`src/rtl/pre_if_stage.sv`:
```
// pre_if_stage: fetch-PC generator driving a single-outstanding sram-like instruction port,
// buffering one returned word for if_stage and discarding responses killed by a redirect.
module pre_if_stage #(
    parameter logic [31:0] RESET_PC = 32'hbfc00000,
    parameter logic [31:0] EX_ENTRY = 32'hbfc00380
) (
    input  logic        clk,
    input  logic        reset,
    input  logic        fs_allowin,
    input  logic        br_stall,
    input  logic        br_taken,
    input  logic [31:0] br_target,
    input  logic        ws_ex,
    input  logic        ws_eret,
    input  logic [31:0] cp0_epc,
    output logic        pf_to_fs_valid,
    output logic [64:0] pf_to_fs_bus,
    output logic        inst_sram_req,
    output logic        inst_sram_wr,
    output logic [1:0]  inst_sram_size,
    output logic [31:0] inst_sram_addr,
    output logic [31:0] inst_sram_wdata,
    input  logic        inst_sram_addr_ok,
    input  logic        inst_sram_data_ok,
    input  logic [31:0] inst_sram_rdata
);
    typedef enum logic [1:0] {IDLE, REQ, WAIT, HOLD} state_t;
    state_t      r_state, w_next;
    logic [31:0] r_pc, r_redir_pc, r_inst, r_buf_pc;
    logic        r_redir_valid, r_cancel, r_adel;
    logic [31:0] w_tgt, w_pend_pc, w_idle_pc, w_seq_pc, w_pc_next;
    logic        w_redir, w_pend, w_valid, w_handoff, w_kill;
    logic        w_consume, w_load, w_load_adel;

    assign w_redir   = ws_ex | ws_eret | br_taken;
    assign w_tgt     = ws_ex ? EX_ENTRY : ws_eret ? cp0_epc : br_target;
    // A redirect arriving this cycle counts as pending alongside the latched one
    assign w_pend    = w_redir | r_redir_valid;
    assign w_pend_pc = w_redir ? w_tgt : r_redir_pc;
    assign w_idle_pc = w_pend ? w_pend_pc : r_pc;
    assign w_seq_pc  = w_pend ? w_pend_pc : r_pc + 32'd4;
    assign w_valid   = (r_state == HOLD) && !ws_ex && !ws_eret;
    assign w_handoff = w_valid && fs_allowin;
    assign w_kill    = r_cancel | w_redir;

    always_comb begin
        w_next      = r_state;
        w_pc_next   = r_pc;
        w_consume   = 1'b0;
        w_load      = 1'b0;
        w_load_adel = 1'b0;
        case (r_state)
            IDLE: begin
                w_pc_next = w_idle_pc;
                w_consume = 1'b1;
                if (w_idle_pc[1:0] != 2'b00) begin
                    w_next      = HOLD;
                    w_load_adel = 1'b1;
                end else if (!br_stall) begin
                    w_next = REQ;
                end
            end
            REQ: if (inst_sram_addr_ok) w_next = WAIT;
            WAIT: if (inst_sram_data_ok) begin
                w_next = w_kill ? IDLE : HOLD;
                w_load = !w_kill;
            end
            HOLD: if (w_handoff) begin
                w_pc_next = w_seq_pc;
                w_consume = 1'b1;
                w_next    = (!br_stall && w_seq_pc[1:0] == 2'b00) ? REQ : IDLE;
            end else if (w_pend) begin
                w_pc_next = w_pend_pc;
                w_consume = 1'b1;
                w_next    = IDLE;
            end
        endcase
    end

    always_ff @(posedge clk or posedge reset) begin
        if (reset) begin
            r_state       <= IDLE;
            r_pc          <= RESET_PC;
            r_redir_valid <= 1'b0;
            r_redir_pc    <= 32'd0;
            r_cancel      <= 1'b0;
            r_adel        <= 1'b0;
            r_inst        <= 32'd0;
            r_buf_pc      <= 32'd0;
        end else begin
            r_state       <= w_next;
            r_pc          <= w_pc_next;
            r_redir_valid <= !w_consume && w_pend;
            if (w_redir) r_redir_pc <= w_tgt;
            r_cancel      <= (r_state == REQ || (r_state == WAIT && !inst_sram_data_ok)) && w_kill;
            if (w_load || w_load_adel) begin
                r_adel   <= w_load_adel;
                r_inst   <= w_load ? inst_sram_rdata : 32'd0;
                r_buf_pc <= w_load ? r_pc : w_idle_pc;
            end
        end
    end

    assign pf_to_fs_valid  = w_valid;
    assign pf_to_fs_bus    = {r_adel, r_inst, r_buf_pc};
    assign inst_sram_req   = (r_state == REQ);
    assign inst_sram_addr  = inst_sram_req ? r_pc : 32'd0;
    assign inst_sram_wr    = 1'b0;
    assign inst_sram_size  = 2'd2;
    assign inst_sram_wdata = 32'd0;
endmodule

```
`config.mk`:
```
export PLATFORM = sky130hd
export DESIGN_NAME = pre_if_stage
export DESIGN_NICKNAME = d
export VERILOG_FILES = /design/src/rtl/pre_if_stage.sv
export SDC_FILE = /design/constraint.sdc
export NUM_CORES = 1
export LEC_CHECK = 0
export BUFFER_PORTS_ARGS = -buffer_cell sky130_fd_sc_hd__buf_2
export CORE_UTILIZATION = 40
export DETAILED_ROUTE_END_ITERATION = 8
export PLACE_DENSITY = 0.73
export SETUP_SLACK_MARGIN = 0.02
export SYNTH_ARGS = -nofsm -noshare
export SYNTH_HDL_FRONTEND = slang
export SYNTH_SLANG_ARGS = --single-unit
```
`constraint.sdc`:
```
create_clock -name clk -period 6.2 [get_ports clk]
set_clock_uncertainty 0.15 [all_clocks]
set_input_delay 0.93 -clock clk [delete_from_list [all_inputs] [get_ports clk]]
set_output_delay 0.93 -clock clk [all_outputs]
set_load 0.03 [all_outputs]
```
After elaboration in Yosys (flattened, before gate mapping)
Index checks and enable logic that the tools add are counted.
{ "totals": {"register_bits": 133, "in_bits": 105, "output_inout_bits": 134, "wordCells": 66} }
{ "classes": {"n_addsub": 1, "eq_ne": 7, "muxes": 26, "n_bitwise": 4, "reduce_logical": 20} }
{ "op_table": {"columns": ["cell", "count"], "rows": [
  ["$mux W32", 9],
  ["$pmux W32 S2", 1],
  ["$add A32 B3 Y32 const B", 1],
  ["$mux W2", 7],
  ["$pmux W2 S4", 1],
  ["$logic_and A1 B1 Y1", 7],
  ["$mux W1", 7],
  ["$logic_not A1 Y1", 6],
  ["$ne A3 B3 Y1 const B", 2],
  ["$eq A2 B2 Y1 const B", 2],
  ["$logic_not A2 Y1", 2],
  ["$or A1 B1 Y1", 4],
  ["$reduce_and A4 Y1", 1],
  ["$reduce_bool A2 Y1", 2],
  ["$eq A2 B1 Y1 const B", 1],
  ["$logic_or A1 B1 Y1", 2],
  ["$ne A2 B1 Y1 const B", 1],
  ["$ne A2 B2 Y1 const B", 1],
  ["$pmux W1 S2", 1]
]} }

Logic depth before layout (Yosys ltp)
Gate-level depths: netlist of the first run.
{ "logic_depth": {"ltp_word": 9, "ltp_mapped": 8, "ltp_nobuf": 7} }

Worst setup path before layout of the first run
OpenSTA, ideal clock, no wires.
{ "synth_timing": {"path_type": "input to output", "startpoint": "in ws_ex", "endpoint": "out pf_to_fs_valid", "arrival_time_ns": 2.102, "t_required_ns": 5.120, "slack_ns": 3.018, "cell_stages": 5, "n_path_buf": 3, "cell_sequence": "buf_2 clkbuf_1 inv_1 clkbuf_1 and3_1"} }
{ "synth_via": {"elab_chain_cells": 3} }
{ "synth_rtl": {"columns": ["item", "line_no", "source"], "rows": [
  ["start: declaration", "13", "input logic ws_ex,"],
  ["$logic_not A1 Y1", "42", "assign w_valid = (r_state == HOLD) && !ws_ex && !ws_eret;"],
  ["$logic_and A1 B1 Y1 (2 in series)", "42", null],
  ["end: declaration", "16", "output logic pf_to_fs_valid,"]
]} }
Every way passes these cells.

Worst setup path in the final report of the first run
{ "layout_timing": {"startpoint": "reg r_state[1]", "endpoint": "out inst_sram_addr[29]"} }
{ "layout_via": {"elab_chain_cells": 2} }
{ "layout_rtl": {"columns": ["item", "line_no", "source"], "rows": [
  ["start: declaration", "28", "state_t r_state, w_next;"],
  ["start signal: assignment", "91", "r_state <= w_next;"],
  ["$eq A2 B1 Y1", "106", "assign inst_sram_req = (r_state == REQ);"],
  ["$mux W32", "107", "assign inst_sram_addr = inst_sram_req ? r_pc : 32'd0;"],
  ["end: declaration", "21", "output logic [31:0] inst_sram_addr,"]
]} }
Every way passes these cells.

==> results of run 1 <==
[kinds of logic after synthesis]
kind of cell,count (synthesis)
flops,133
simple gates,269
mux,47
compound gates,214
other cells,2
fa+ha+maj,6
buf+inv,115
[registers in the layout (all words and copies together) (netlist names)]
register       cells
r_buf_pc          32
r_inst            32
r_pc              32
r_redir_pc        32
r_state            2
r_adel             1
r_cancel           1
r_redir_valid      1
[through the flow]
| step | utilization [%] | setup WS, ps |
|---|---|---|
| global placement | 46.5 | 2130 |
| global route | 50.0 | 1910 |
| CTS | 50.0 | 2070 |
| floorplan | - | 1580 |
| detailed placement | 46.5 | 2100 |
| finish | 50.0 | 2030 |
[worst max-delay path: cells and delay by family, from the launching register on]
family | cells | cell delay (ps)
flops | 1 | 390
simple gates | 1 | 330
buf+inv | 3 | 1090
fa+ha+maj | 1 | 860
[layout by cell type (no fill, tap or decap), drive strengths merged, types with 4 or more instances in the layout]
cell type  instances
o21a               5
buf              212
a22o              14
a211oi            12
o22ai             13
a21oi             66
a221o             16
nand2b             9
nor2b              6
dfstp              9
a31oi             10
clkinv             5
nand3             20
and2              30
dfrtp            124
nor4               8
mux2              18
a2bb2oi            8
mux2i             29
a21o              13
inv               29
and3               8
o22a               4
nand4             10
conb              35
nor2              47
nand2            105
bufinv             4
o21ai             27
ha                 6
clkbuf            18
nor3              15
[path summary, 6_finish.rpt]
check / startpoint / to / slack [ps]
worst min-delay path: r_buf_pc[23] / r_buf_pc[23] / 320
worst max-delay path: r_state[1] / inst_sram_addr[29] / 2030
max in group asynchronous: reset / r_redir_pc[0] / 4200
min in group asynchronous: reset / r_inst[9] / 510
worst max register to register: r_state[1] / r_state[0] / 3040
worst min register to register: r_buf_pc[23] / r_buf_pc[23] / 320
[where the power goes]
part           internal [mW]  switching (mW)
registers               1.15           0.274
logic                  0.615            1.20
clock network          0.679           0.414
[layout make-up]
| class | instances | area, sq um |
|---|---|---|
| fillers | 1707 | 8990 |
| multi-input cells | 571 | 3540 |
| flip-flops and latches | 133 | 3340 |
| repair buffers | 212 | 1080 |
| clock buffers | 18 | 429 |
| well taps | 229 | 287 |
| clock inverters | 14 | 198 |
| inverters | 25 | 98.8 |
[per-layer routing]
metal | share of wire (%) | GRT usage, % | vias up
li1 | - | - | 3100
met1 | 43 | 31.8 | 3167
met2 | 46 | 36.7 | 311
met3 | 8.1 | 5.41 | 43
met4 | 2.2 | 8.24 | 0
met5 | 0 | 0 | -
==> flow_summary_export.csv, run 1 <==
group,metric,value,unit
run_status,status,"finished clean",
global_routing,overflow,0,
worst_setup_path,crit_fanout,27,
worst_setup_path,required,5120,ps
clock_network,cts_hold_buf,0,
worst_setup_path,slowest_stage,"ha_1",
sta,holdWs,324,ps
worst_setup_path,worstPathArrival,3090,ps
worst_setup_path,crit_type,"flop to primary output",
clock_network,clk_latency,420,ps
global_routing,grt_pass1_wl,33500,microns
clock_network,cts_tree,"built",
sta,rsz0062_at_grt,"false",
clock_network,cts_root_buf,"clkbuf_16",
placement,place_congestion,0.825,
clock_network,clk_pin_slew,60,ps
routing,vias_per_cell,5.51,
synth,synth_warnings,0,
die,start_util,40.8,%
synth,synth.area.top_cells,"dfrtp_1 (42%), nand2_1 (5.4%), a21oi_1 (4.5%)",
sta,setup_viol,0,
final_layout,drive_gt1_share,29.3,%
sta,fmax,0.240,GHz
synth,postSynthAreaPerCell,9.33,sq um
sta,finalSetupTns,0,ps
sta,slew_headroom,27.5,%
synth,synth_top_family_by_area,"compound AO/OA/AOI/OAI gates",
worst_setup_path,cp-start-kind,"flop",
sta,maxSlewViolCount,0,
synth,async_flop_share,100,%
synth,syn_inst,786,
synth,yosysUniqueCellTypes,63,
clock_network,cts_resized,0,
die,die_width,137,microns
die,io_pins,239,
routing,num_vias,6621,
synth,synthSimpleGateAreaFrac,18.6,%
placement,dp_hpwl,14600,microns
worst_hold_path,holdPathStages,1,
routing,wl_per_cell,18.2,microns
final_layout,fin_cells,1202,
synth,seq_area_frac_synth,45.5,%
pwr,vdd_drop_max,0.000307,V
global_routing,grt_pass1_vias,6346,
synth,yosysMostFrequentCell,"dfrtp_1",
sta,finalHoldViolations,0,
synth,netlist_area,0.00733,sq mm
worst_setup_path,endpoint_kind,"primary output",
sta,final.period_utilization,67.3,%
routing,ant_nets,0,
synth,synth_edf_count,0,
synth,synthFlopType,"dfrtp_1",
die,die-area,0.0189,sq mm
final_layout,design_area,0.00898,sq mm
worst_setup_path,cp_cell_sequence,"inv_1 > ha_1 > clkinv_1 > nor2_1 > buf_2",
pwr,powerDensity,483,mW/mm^2
final_layout,diodes,0,
synth,synth_seq_cells,133,
die,fp.dieH,137,microns
die,num_rows,49,
sta,fin_crit,4170,ps
placement,port_buffers,203,
clock_network,clock_path_buffers,2,
pwr,p_total,4.34,mW
clock_network,h-tree-depth,4,
die,core,0.0180,sq mm
synth,synth_compound_area_share,20.0,%
pwr,power_leakage,4.38,nW
clock_network,cts_sinks,133,
worst_setup_path,reg2regPathDepth,6,
global_routing,grtUsageTotal,23.5,%
final_layout,area_delta_synth_final,22.4,%
synth,synth.area.mux_share,6.72,%
worst_setup_path,slowest_delay,860,ps
global_routing,grt_max_degree,81,
placement,placed_area,0.00835,sq mm
routing,drt_pass1_iterations,5,
synth,ys_top_cells_by_count,"dfrtp_1 (124), nand2_1 (105), a21oi_1 (66), nor2_1 (47), buf_4 (36)",
synth,synth-xor-area-share,0,%
synth,synthAdderAreaFrac,1.02,%
routing,drt_wl_total,21800,microns
sta,worst_slew_pin_slew,1090,ps
routing,drc,0,
placement,place_inst,1170,
synth,synth_top_area_share,42.3,%
routing,dr.first_iter.drc_count,718,
global_routing,antenna_found_initial,0,
run,cap_violations,0,
final_layout,final_nets,1071,
clock_network,post-cts-setup-buffer-count,0,
synth,synth_top_area_cell,"dfrtp_1",
worst_hold_path,hold_class,"flop to flop",
clock_network,cts_buffers,17,
(Power assumes the default switching activity.)
==> run 2: changes to the inputs <==
--- a/config.mk
+++ b/config.mk
@@ -8,7 +8,7 @@
 export BUFFER_PORTS_ARGS = -buffer_cell sky130_fd_sc_hd__buf_2
 export CORE_UTILIZATION = 40
 export DETAILED_ROUTE_END_ITERATION = 8
-export PLACE_DENSITY = 0.73
+export PLACE_DENSITY = 0.76
 export SETUP_SLACK_MARGIN = 0.02
 export SYNTH_ARGS = -nofsm -noshare
 export SYNTH_HDL_FRONTEND = slang
==> constraint.sdc (replaced) <==
create_clock -name clk -period 3.65 [get_ports clk]
set_clock_uncertainty 0.15 [all_clocks]
set_input_delay 0.5475 -clock clk [delete_from_list [all_inputs] [get_ports clk]]
set_output_delay 0.5475 -clock clk [all_outputs]
set_load 0.03 [all_outputs]
==> flow_summary_export.csv, run 2 (synthesis gave the netlist of run 1 again) <==
group,metric,value,unit
run_status,status,"finished clean",
die,core,0.0180,sq mm
routing,num_vias,6652,
worst_setup_path,endpoint_kind,"flop",
clock_network,cts_tree,"built",
routing,ant_nets,0,
sta,worst_slew_pin_slew,839,ps
sta,finalSetupTns,0,ps
die,start_util,40.8,%
sta,holdWs,63.9,ps
sta,maxSlewViolCount,0,
die,die_width,137,microns
clock_network,cts_hold_buf,0,
clock_network,clk_pin_slew,60,ps
sta,fmax,0.358,GHz
sta,setup_viol,0,
clock_network,clk_latency,420,ps
routing,drc,0,
global_routing,grt_pass1_vias,6340,
final_layout,diodes,0,
global_routing,overflow,0,
final_layout,final_cell_mix,"buf_2 (203), dfrtp_1 (124), nand2_1 (105)",
routing,dr.first_iter.drc_count,569,
sta,slew_headroom,43.8,%
global_routing,grtUsageTotal,22.9,%
final_layout,fillers,1686,
die,num_rows,49,
run,cap_violations,0,
placement,port_buffers,203,
clock_network,cts_resized,0,
routing,drt_wl_total,21400,microns
clock_network,post-cts-setup-buffer-count,0,
worst_setup_path,crit_type,"flop to flop",
routing,vias_per_cell,5.50,
routing,drt_pass1_iterations,7,
pwr,power_leakage,4.40,nW
clock_network,cts_root_buf,"clkbuf_16",
sta,finalHoldViolations,0,
die,fp.dieH,137,microns
placement,place_congestion,0.871,
sta,rsz0062_at_grt,"false",
final_layout,final_nets,1079,
pwr,vdd_drop_max,0.000451,V
final_layout,area_delta_synth_final,23.0,%
sta,final.period_utilization,76.5,%
final_layout,final_common_cell,"buf_2",
final_layout,drive_gt1_share,29.7,%
global_routing,antenna_found_initial,2,
clock_network,h-tree-depth,4,
clock_network,cts_sinks,133,
placement,dp_hpwl,15000,microns
sta,fin_crit,2790,ps
pwr,powerDensity,802,mW/mm^2
clock_network,cts_buffers,17,
die,die-area,0.0189,sq mm
worst_setup_path,crit_fanout,10,
routing,wl_per_cell,17.7,microns
clock_network,clock_path_buffers,2,
worst_hold_path,hold_class,"input pin to async pin",
die,io_pins,239,
worst_setup_path,cp-start-kind,"flop",
worst_setup_path,required,3820,ps
global_routing,grt_max_degree,60,
worst_setup_path,worstPathArrival,2960,ps
global_routing,grt_pass1_wl,33000,microns
==> run 2: cell count changes in the layout (fill, tap and decap cells not counted), sizes merged <==
cell	before	now
buf	212	220
clkbuf	18	22
inv	29	25
clkinvlp	1	5
clkinv	5	3
bufinv	4	2
==> run 2: path summary, 6_finish.rpt <==
| kind | depth (start not counted) | from | endpoint | slack [ps] |
|---|---|---|---|---|
| min in group clk | 3 | inst_sram_rdata[12] | r_inst[12] | 200 |
| max | 6 | r_state[0] | r_pc[28] | 860 |
| max in group asynchronous | 3 | reset | r_inst[25] | 2470 |
| min | 2 | reset | r_pc[2] | 60 |
| min reg2reg | 1 | r_buf_pc[27] | r_buf_pc[27] | 330 |
| max reg2reg | 6 | r_state[0] | r_pc[28] | 860 |
==> run 2: critical path, stage by stage, from the launching register on <==
cell and delay (ps):
dfrtp_1 390, ha_1 260, nand4bb_1 480, nor4_4 740, and3_1 320, a31oi_1 100, a211oi_1 260
==> run 2: routing by layer <==
layer  vias up  global-route usage [%]  share of wire [%]  wire length, microns
met4         2                    6.65                1.5                   315
met1      3202                    29.5                 42                  9080
met3        28                    6.25                8.0                  1720
li1       3112                       -                  -                     -
met2       308                    37.5                 48                 10300
met5         -                       0              0.061                    13
==> run 2: cell type report <==
type | count | area [sq um] | area share, %
sequential | 133 | 3340 | 37.0
multi-input combinational | 571 | 3540 | 39.2
inverter | 25 | 97.6 | 1.08
tap | 229 | 287 | 3.18
timing repair buffer | 220 | 1170 | 13.0
clock buffer | 22 | 474 | 5.26
clock inverter | 10 | 121 | 1.34
==> run 2: through the flow <==
| stage | total power, mW | worst slack [ps] | util [%] | cell area [sq um] | std cells |
|---|---|---|---|---|---|
| finish | 7.23 | 859 | 50.2 | 9020 | 1210 |
| global route | 7.63 | 680 | 50.2 | 9020 | 1210 |
| CTS | 7.26 | 856 | 50.2 | 9020 | 1210 |
| detailed placement | 5.52 | 592 | 46.9 | 8430 | 1178 |
| global placement | 5.47 | 687 | 46.9 | 8430 | 1178 |
| floorplan | 4.58 | 1230 | - | 7460 | 819 |
==> run 2: power breakdown <==
part | internal, mW | switching [mW] | leakage, nW
Clock | 1.06 | 0.659 | 0.279
Combinational | 1.06 | 2.03 | 2.47
Sequential | 1.95 | 0.470 | 1.65
Total | 4.07 | 3.16 | 4.40
==> run 3: changes to the inputs <==
==> constraint.sdc (replaced) <==
create_clock -name clk -period 2.4 [get_ports clk]
set_clock_uncertainty 0.15 [all_clocks]
set_input_delay 0.36 -clock clk [delete_from_list [all_inputs] [get_ports clk]]
set_output_delay 0.36 -clock clk [all_outputs]
set_load 0.03 [all_outputs]
==> flow_summary_export.csv, run 3 (synthesis gave the netlist of run 1 again) <==
group,metric,value,unit
run_status,status,"finished clean",
worst_setup_path,crit_fanout,10,
pwr,vdd_drop_max,0.000717,V
clock_network,h-tree-depth,4,
worst_setup_path,worstPathArrival,1880,ps
clock_network,cts_buffers,17,
clock_network,cts_sinks,133,
sta,rsz0062_at_grt,"true",
global_routing,grt_max_degree,51,
global_routing,antenna_found_initial,2,
placement,place_congestion,0.905,
global_routing,grt_pass1_wl,34800,microns
sta,finalHoldViolations,0,
clock_network,post-cts-setup-buffer-count,0,
clock_network,clk_latency,420,ps
clock_network,cts_tree,"built",
pwr,powerDensity,1220,mW/mm^2
clock_network,clk_pin_slew,60,ps
worst_setup_path,endpoint_kind,"primary output",
die,fp.dieH,137,microns
clock_network,clock_path_buffers,2,
worst_setup_path,cp-start-kind,"flop",
sta,setup_viol,0,
final_layout,final_cell_mix,"buf_2 (203), dfrtp_1 (124), nand2_1 (105)",
die,die-area,0.0189,sq mm
routing,dr.first_iter.drc_count,637,
routing,drt_pass1_iterations,5,
die,io_pins,239,
clock_network,cts_root_buf,"clkbuf_16",
die,start_util,40.8,%
sta,finalSetupTns,0,ps
final_layout,fin_cells,1260,
worst_setup_path,r2r_slack,110,ps
final_layout,area_delta_synth_final,29.8,%
final_layout,final_common_cell,"buf_2",
worst_setup_path,crit_type,"flop to primary output",
routing,num_vias,6931,
die,die_width,137,microns
sta,maxSlewViolCount,0,
routing,wl_per_cell,18.0,microns
sta,worst_slew_pin_slew,718,ps
run,cap_violations,0,
routing,drt_wl_total,22600,microns
routing,drc,0,
final_layout,final_nets,1128,
routing,vias_per_cell,5.50,
pwr,p_total,11.6,mW
global_routing,grtUsageTotal,24.2,%
worst_setup_path,required,1890,ps
sta,slew_headroom,52.0,%
worst_hold_path,hold_class,"input pin to flop",
sta,fmax,0.418,GHz
global_routing,grt_pass1_vias,6573,
sta,fin_crit,2390,ps
placement,place_inst,1226,
sta,final.period_utilization,99.8,%
final_layout,drive_gt1_share,33.3,%
placement,dp_hpwl,16500,microns
die,num_rows,49,
routing,ant_nets,0,
global_routing,overflow,0,
pwr,power_leakage,4.70,nW
die,core,0.0180,sq mm
placement,port_buffers,203,
[run 3: metal layers]
metal	track usage, %	share of wire [%]
met5	0	0.053
met4	8.06	2.0
met3	6.22	7.8
met1	31.7	42
met2	38.9	48
[run 3: area by class of cell]
class	count	area, sq um
clock buffers	19	453
diodes	1	2.50
clock inverters	13	170
inverters	25	98.8
well taps	229	287
multi-input cells	571	3540
repair buffers	269	1620
fillers	1619	8450
flip-flops and latches	133	3340
[run 3: final timing paths]
check	depth (start not counted)	from	end
setup / recovery	5	r_state[1]	inst_sram_addr[29]
min in group asynchronous	3	reset	r_pc[2]
hold reg to reg	1	r_buf_pc[24]	r_buf_pc[24]
hold / removal	3	inst_sram_rdata[2]	r_inst[2]
max in group asynchronous	4	reset	r_pc[23]
setup reg to reg	7	r_state[0]	r_state[0]
[run 3: critical path, cell delays in order, from the launching register on]
cell,delay (ps)
dfrtp_1,410
inv_1,140
ha_1,220
clkinv_2,220
nor2_1,240
buf_2,230
[run 3: what timing repair did]
| action | CTS | global route |
|---|---|---|
| cloned | 0 | 0 |
| resized for setup | 3 | 2 |
| hold buffers | 1 | 0 |
| endpoints found under the setup margin | 10 | 37 |
| hold endpoints to repair | 23 | 0 |
[run 3: per-stage QoR]
step,util [%],hold slack (ps),cell area (sq um),worst slack (ps)
finish,53.0,17.4,9520,5.08
global route,53.0,5.43,9510,-92.0
CTS,52.9,7.09,9500,10.5
detailed placement,49.3,313,8860,81.1
global placement,49.3,310,8860,139
floorplan,-,301,7460,170
[run 3: where the power goes]
group	total [mW]	switching (mW)	internal [mW]
sequential	3.58	0.616	2.97
combinational	5.24	3.36	1.88
clock	2.75	1.05	1.70
